`src/rtl/demux_scan_ctrl.sv`:
```
// demux_scan_ctrl: sequencer for a 1-to-8 demux. Latches an 8-bit pattern and sweeps channels
// 0..7, holding each for DWELL cycles with en=1, then GAP cycles of en=0 (break-before-make).
// Optional build macro DEMUX_SCAN_MASK_EN adds mask_i (1 = skip channel), latched with pattern.
module demux_scan_ctrl #(
  parameter int unsigned DWELL = 4,  // 1..255
  parameter int unsigned GAP   = 1   // 0..255, 0 removes the gap state
) (
  input  logic       clk_i,
  input  logic       rst_i,
  input  logic       start_i,
  input  logic       stop_i,
  input  logic       repeat_i,
  input  logic [7:0] pattern_i,
`ifdef DEMUX_SCAN_MASK_EN
  input  logic [7:0] mask_i,
`endif
  output logic       in_o,
  output logic       en_o,
  output logic       s0_o,
  output logic       s1_o,
  output logic       s2_o,
  output logic       busy_o,
  output logic       done_o
);

  typedef enum logic [1:0] {StIdle, StDrive, StGap, StDone} state_e;

  // Counters hold "cycles remaining minus one", so the final cycle is seen as zero.
  localparam logic [7:0] DwellLd = 8'(DWELL - 1);
  localparam logic [7:0] GapLd   = 8'(GAP - 1);

  state_e     state_q, state_d;
  logic [2:0] ch_q, ch_d;
  logic [7:0] cnt_q, cnt_d;
  logic [7:0] pat_q, pat_d;

  logic in_q, in_d;
  logic en_q, en_d;
  logic [2:0] sel_q, sel_d;
  logic busy_q, busy_d;
  logic done_q, done_d;

  logic       relatch;
  logic       advance;
  logic [3:0] nxt;  // {found, index} of next channel to drive
  logic [7:0] mask_new;  // mask as it will be latched on this edge
  logic [7:0] mask_cur;  // mask latched for the running sweep

`ifdef DEMUX_SCAN_MASK_EN
  logic [7:0] mask_q, mask_d;
  assign mask_new = mask_i;
  assign mask_cur = mask_q;
`else
  assign mask_new = 8'h00;
  assign mask_cur = 8'h00;
`endif

  // Lowest unmasked channel index >= from; bit 3 flags that one exists.
  function automatic logic [3:0] first_free(input logic [7:0] mask, input logic [3:0] from);
    logic [3:0] res;
    res = 4'b0000;
    for (int i = 7; i >= 0; i--) begin
      if (i >= int'(from) && !mask[i]) begin
        res = {1'b1, 3'(i)};
      end
    end
    return res;
  endfunction

  // Next-state logic for the sweep FSM, channel index, dwell/gap counter and latched data.
  always_comb begin
    state_d = state_q;
    ch_d    = ch_q;
    cnt_d   = cnt_q;
    pat_d   = pat_q;
`ifdef DEMUX_SCAN_MASK_EN
    mask_d  = mask_q;
`endif
    relatch = 1'b0;
    advance = 1'b0;
    nxt     = 4'b0000;

    unique case (state_q)
      StIdle: begin
        if (start_i && !stop_i) begin
          relatch = 1'b1;
        end
      end
      StDrive: begin
        if (cnt_q == 8'd0) begin
          if (GAP == 0) begin
            advance = 1'b1;
          end else begin
            state_d = StGap;
            cnt_d   = GapLd;
          end
        end else begin
          cnt_d = cnt_q - 8'd1;
        end
      end
      StGap: begin
        if (cnt_q == 8'd0) begin
          advance = 1'b1;
        end else begin
          cnt_d = cnt_q - 8'd1;
        end
      end
      StDone: begin
        if (repeat_i) begin
          relatch = 1'b1;
        end else begin
          state_d = StIdle;
          cnt_d   = 8'd0;
        end
      end
      default: state_d = StIdle;
    endcase

    // Channel selection: a new sweep searches from 0 in the incoming mask, otherwise
    // the search continues past the current channel in the latched mask.
    if (relatch) begin
      pat_d = pattern_i;
`ifdef DEMUX_SCAN_MASK_EN
      mask_d = mask_i;
`endif
      nxt = first_free(mask_new, 4'd0);
    end else begin
      nxt = first_free(mask_cur, {1'b0, ch_q} + 4'd1);
    end

    if (relatch || advance) begin
      if (nxt[3]) begin
        state_d = StDrive;
        ch_d    = nxt[2:0];
        cnt_d   = DwellLd;
      end else begin
        state_d = StDone;
        ch_d    = relatch ? 3'd0 : ch_q;
        cnt_d   = 8'd0;
      end
    end

    // Abort: select holds its last value, latched data is left alone.
    if (stop_i && state_q != StIdle) begin
      state_d = StIdle;
      ch_d    = ch_q;
      cnt_d   = 8'd0;
      pat_d   = pat_q;
`ifdef DEMUX_SCAN_MASK_EN
      mask_d  = mask_q;
`endif
    end
  end

  // Outputs are decoded from the next state so every port comes straight from a flop.
  always_comb begin
    en_d   = (state_d == StDrive);
    in_d   = en_d & pat_d[ch_d];
    sel_d  = ch_d;
    busy_d = (state_d != StIdle);
    done_d = (state_d == StDone);
  end

  // State and output registers with synchronous reset.
  always_ff @(posedge clk_i) begin
    if (rst_i) begin
      state_q <= StIdle;
      ch_q    <= 3'd0;
      cnt_q   <= 8'd0;
      pat_q   <= 8'd0;
`ifdef DEMUX_SCAN_MASK_EN
      mask_q  <= 8'd0;
`endif
      in_q    <= 1'b0;
      en_q    <= 1'b0;
      sel_q   <= 3'd0;
      busy_q  <= 1'b0;
      done_q  <= 1'b0;
    end else begin
      state_q <= state_d;
      ch_q    <= ch_d;
      cnt_q   <= cnt_d;
      pat_q   <= pat_d;
`ifdef DEMUX_SCAN_MASK_EN
      mask_q  <= mask_d;
`endif
      in_q    <= in_d;
      en_q    <= en_d;
      sel_q   <= sel_d;
      busy_q  <= busy_d;
      done_q  <= done_d;
    end
  end

  assign in_o   = in_q;
  assign en_o   = en_q;
  assign s0_o   = sel_q[0];
  assign s1_o   = sel_q[1];
  assign s2_o   = sel_q[2];
  assign busy_o = busy_q;
  assign done_o = done_q;

endmodule
```
`config.mk`:
```
export PLATFORM = sky130hd
export DESIGN_NAME = demux_scan_ctrl
export DESIGN_NICKNAME = d
export VERILOG_FILES = /design/src/rtl/demux_scan_ctrl.sv
export SDC_FILE = /design/constraint.sdc
export NUM_CORES = 1
export LEC_CHECK = 0
export ABC_AREA = 1
export BUFFER_PORTS_ARGS = -buffer_cell sky130_fd_sc_hd__buf_2
export CORE_UTILIZATION = 56
export DETAILED_ROUTE_END_ITERATION = 10
export PLACE_DENSITY = 0.78
export RECOVER_POWER = 25
export SKIP_LAST_GASP = 1
export SLEW_MARGIN = 20
export SYNTH_ARGS = -nofsm -noshare
export SYNTH_HDL_FRONTEND = slang
export SYNTH_SLANG_ARGS = --single-unit
```
`constraint.sdc`:
```
create_clock -name clk_i -period 1.9 [get_ports clk_i]
set_input_delay 0 -clock clk_i [delete_from_list [all_inputs] [get_ports clk_i]]
set_output_delay 0 -clock clk_i [all_outputs]
set_load 0.03 [all_outputs]
```
# --- Yosys cells after proc, flatten, opt, wreduce, memory -nomap -nowiden ---
# Cells that the tools add are included.
# W data, S select, Z words.
word_totals:
  ff_bits: 25
  out_inout_bits: 7
  wordCells: 72
  inputBits: 13
classes:
  magnitude_cmp: 9
  mux: 34
  n_addsub: 2
  bitwise: 1
  eq_ne: 7
  n_reduce_logical: 11
ops:
  columns: ["op", "count"]
  rows:
  - ["$mux W8", 6]
  - ["$mux W4", 9]
  - ["$pmux W8 S3", 1]
  - ["$ge A3 B4 Y1 const A", 4]
  - ["$mux W2", 6]
  - ["$mux W3", 4]
  - ["$ge A1 B4 Y1 const A", 2]
  - ["$ge A2 B4 Y1 const A", 2]
  - ["$logic_not A8 Y1", 1]
  - ["$sub A8 B1 Y8 const B", 1]
  - ["$eq A2 B2 Y1 const B", 3]
  - ["$ne A3 B3 Y1 const B", 2]
  - ["$mux W1", 5]
  - ["$add A3 B1 Y4 const B", 1]
  - ["$eq A2 B1 Y1 const B", 2]
  - ["$lt A3 B4 Y1 const B", 1]
  - ["$pmux W2 S2", 1]
  - ["$reduce_bool A2 Y1", 2]
  - ["$reduce_bool A4 Y1", 1]
  - ["$bmux W1 S3", 1]
  - ["$reduce_and A3 Y1", 1]
  - ["$logic_and A1 B1 Y1", 2]
  - ["$logic_not A2 Y1", 1]
  - ["$pmux W1 S2", 1]
  - ["other kinds (4)", 4]

# --- Logic depth before layout (Yosys ltp) ---
logic_depth:
  depth_word: 17
  ltp_mapped: 14

# --- Least setup slack after synthesis ---
# No wires, ideal clock.
synth_timing:
  path_type: "register -> register"
  startpoint: "reg state_q[0]"
  endpoint: "reg in_q (netlist: in_o)"
  setup_time_ps: 113
  period_less_slack_ps: 1746
  path_stages_with_launch: 12
  path_slack_ps: 154
  arrival_ps: 1633
  required_time_ps: 1787
  path_cell_list: "dfxtp_1 -> inv_1 -> ha_1 -> inv_1 -> nand3_2 -> buf_6 -> or2_0 -> o21a_1 -> nor2_1 -> nor2_1 -> nor2_1 -> nor2_1"
synth_between:
  elab_chain_len: 9
synth_rtl:
  columns: ["item", "line", "text"]
  rows:
  - ["start: declaration", "32", "state_e state_q, state_d;"]
  - ["start signal: assignment", "167", "state_q <= StIdle;"]
  - ["start signal: assignment", "180", "state_q <= state_d;"]
  - ["$eq A2 B2 Y1 or $logic_not A2 Y1 (tied branches)", "83", "unique case (state_q)"]
  - ["$pmux W1 S2", "83", null]
  - ["$mux W3 or $mux W4 (tied branches)", "138, 121", null]
  - ["$mux W3", "132", "if (nxt[3]) begin"]
  - ["$mux W3", "131", "if (relatch || advance) begin"]
  - ["$mux W3", "144", "if (stop_i && state_q != StIdle) begin"]
  - ["$bmux W1 S3", "158", "in_d = en_d & pat_d[ch_d];"]
  - ["$mux W1 (not written as such)", "158", null]
  - ["$and A1 B1 Y1 (*)", "158", null]
  - ["end signal: assignment", "187", "in_q <= in_d;"]
  - ["end: declaration", "37", "logic in_q, in_d;"]
# Every way passes the cells marked *; elsewhere a longest branch is shown, timed or not. The select of a mux whose other input is x is not followed.
# A chain may end at the register's enable or synchronous reset.

# --- Final worst setup path ---
# Ends and elaborated chain as after synthesis.

==> results.md <==
- Required @ worst endpoint: 2.15 ns
- Inserted Diodes: 0
- Final setup fails: 0
- Most common cell after layout, fill and taps aside: nand2_1
- Fin crit share: 0.943
- Worst-path fanout max: 6
- Pin count of the biggest net entering global routing: 16
- Syn Nets: 216
- Synth cell types: 30
- Post-DP HPWL: 2.17 mm
- FILL cells: 214
- Mapped cell area: 1440 um2
- Input/output buffers: 19
- Multi-input logic area: 841 um2
- Num CTS Buffers: 3
- Max Fclk: 558 MHz
- Via count: 1295
- Clock transition at path regs: 0.15 ns
- Final Hold Fails: 0
- First-pass GRT wire length: 4.62 mm
- Post-CTS Repair Setup Buffers: 0
- Yosys reg bits: 25
- Total Routed Length: 3.05 mm
- DR pass1 iterations: 7
- Die ar.: 2780 um2
- Critical path launch point type: register
- LEAKAGE: 0.000786 uW
- Placer Congestion: 0.895
- Power consumption: 3170 uW
- Core area: 2450 um2
- Max Cap Viol: 0
- Min Hold Slack: 0.0123 ns
- Final min period: 1.79 ns
- Root buffer cell: clkbuf_4
- CTS tree: built
- Status: finished clean
- Clock sinks: 25
- H-tree Lvls: 1
- Hold Crit Class: in -> reg
- Number of I/O pins: 20
- Most frequent cells in the layout: nand2_1 (29), nor2_1 (26), dfxtp_1 (24)
- Initial DRC Count: 26
- Synth Area per Inst: 7.39 um2
- Register area: 502 um2
- Sequential share of the synthesized area: 0.348
- CTS Buffer Depth: 2
- Core Rows: 18
- P per Cell Area: 1900 nW/um2
- Worst Max-Slew Pin Slew: 0.455 ns
- Starting density of the core: 0.587
- Synth Instances: 195
- CP endpoint kind: register
- FFs w/ async S/R, synth: 0
- Total gr overflow: 0
- Layout cells sized above 1: 0.257
- Max-slew headroom: 0.695
- Tot GR Track Use: 0.224
- EDFF count, synth: 0
- Critical Path AT: 2.04 ns
- Die Ht: 52.7 um
- Setup Skew: 0.0195 ns
- Post-synth top flop: dfxtp_1
- End-of-flow core utilization: 0.680
- Synth warnings: 0
- Die Width: 52.7 um
- Drt drc: 0
- Initial antenna violation count: 0
- Nets: 244
- Avg WL per Cell: 12.1 um
- Max Slew Vio Count: 0
- Max IR drop VDD: 1.36 mV
- Antenna viol nets, final: 0
- Synth-to-Final Area Change: 16.0%
- Vias/cell: 5.14
- Number of global-route vias before repair: 1144
- WS Path Type: reg -> reg
- Clock latency on the worst-skew pair: 0.33 ns
[layout make-up]
type	count	share of cell area
flip-flops and latches	25	0.300
inverters	33	0.0757
repair buffers	24	0.0801
well taps	30	0.0225
clock inverters	1	0.00449
clock buffers	3	0.0135
multi-input cells	136	0.503
[metal layers]
metal  share of wire  wire, um  vias to the layer above  GRT usage
met4          0.0046        14                        0     0.0702
met5               0         0                        -          0
met1            0.49      1500                      591      0.294
met3           0.028        84                        3     0.0348
met2            0.48      1450                       30      0.371
li1                -         -                      671          -
[through the flow]
step,worst slack (ns),setup TNS (ns),cells,area [um2]
2_1_floorplan,0.154,0,195,1440
3_3_place_gp,0.0714,0,243,1570
3_5_place_dp,-0.0719,-0.0719,243,1570
4_1_cts,0.0201,0,251,1640
5_1_grt,-0.0137,-0.0137,252,1670
6_report,0.109,0,252,1670
[logic make-up after synthesis]
group                    share of synthesized area
buffers and inverters                       0.0982
AO/OA/AOI/OAI                                0.111
multiplexers                               0.00695
AND/OR/NAND/NOR                              0.361
XOR/XNOR                                   0.00608
flip-flops                                   0.348
adder cells (fa/ha/maj)                     0.0695
[final timing paths]
check | from | cells past startpoint | to | slack (ns)
worst max register to register | state_q[0] | 11 | in_o | 0.11
worst min-delay path | pattern_i[6] | 4 | pat_q[6] | 0.01
worst max-delay path | state_q[0] | 11 | in_o | 0.11
worst min register to register | cnt_q[2] | 2 | cnt_q[2] | 0.50
[cell usage after synthesis, types with 4 or more instances]
cell / n / area (um2)
o21ai_1: 4 / 20.0
dfxtp_1: 25 / 500
nor2_1: 26 / 97.6
o21ai_0: 7 / 35.0
nand2_1: 29 / 109
nand2_2: 4 / 25.0
a21oi_1: 6 / 30.0
nand3_1: 13 / 65.1
nand2_4: 8 / 90.1
inv_2: 5 / 18.8
nor3_1: 5 / 25.0
ha_1: 8 / 100
inv_1: 26 / 97.6
nand3_2: 4 / 40.0
[what timing repair did]
action                     in CTS  in global routing
gates cloned                    0                  1
pin swaps                       0                  2
resized for setup               2                  8
setup endpoints to repair       1                  5
hold buffers                    4                  0
hold endpoints to repair        4                  0
[power breakdown]
group          internal, uW  switching, uW
Combinational           725           1390
Sequential              702            104
Clock                  80.4            167
[registers in the layout, indices dropped and copies added, names as in the netlist]
signal   cells
state_q      2
en_o         1
done_o       1
busy_o       1
in_o         1
pat_q        8
cnt_q        8
sel_q        3
[worst max-delay path, cell delays in order (launching register included)]
cell     delay (ns)
dfxtp_1        0.42
inv_2          0.08
ha_4           0.24
inv_2          0.13
nand3_4        0.12
or2_2          0.28
o21ai_1        0.10
nand2_1        0.08
nand3_1        0.08
nand3_1        0.08
nand2_1        0.07
nor2_1         0.04
Power figures use the tool's default switching activity.
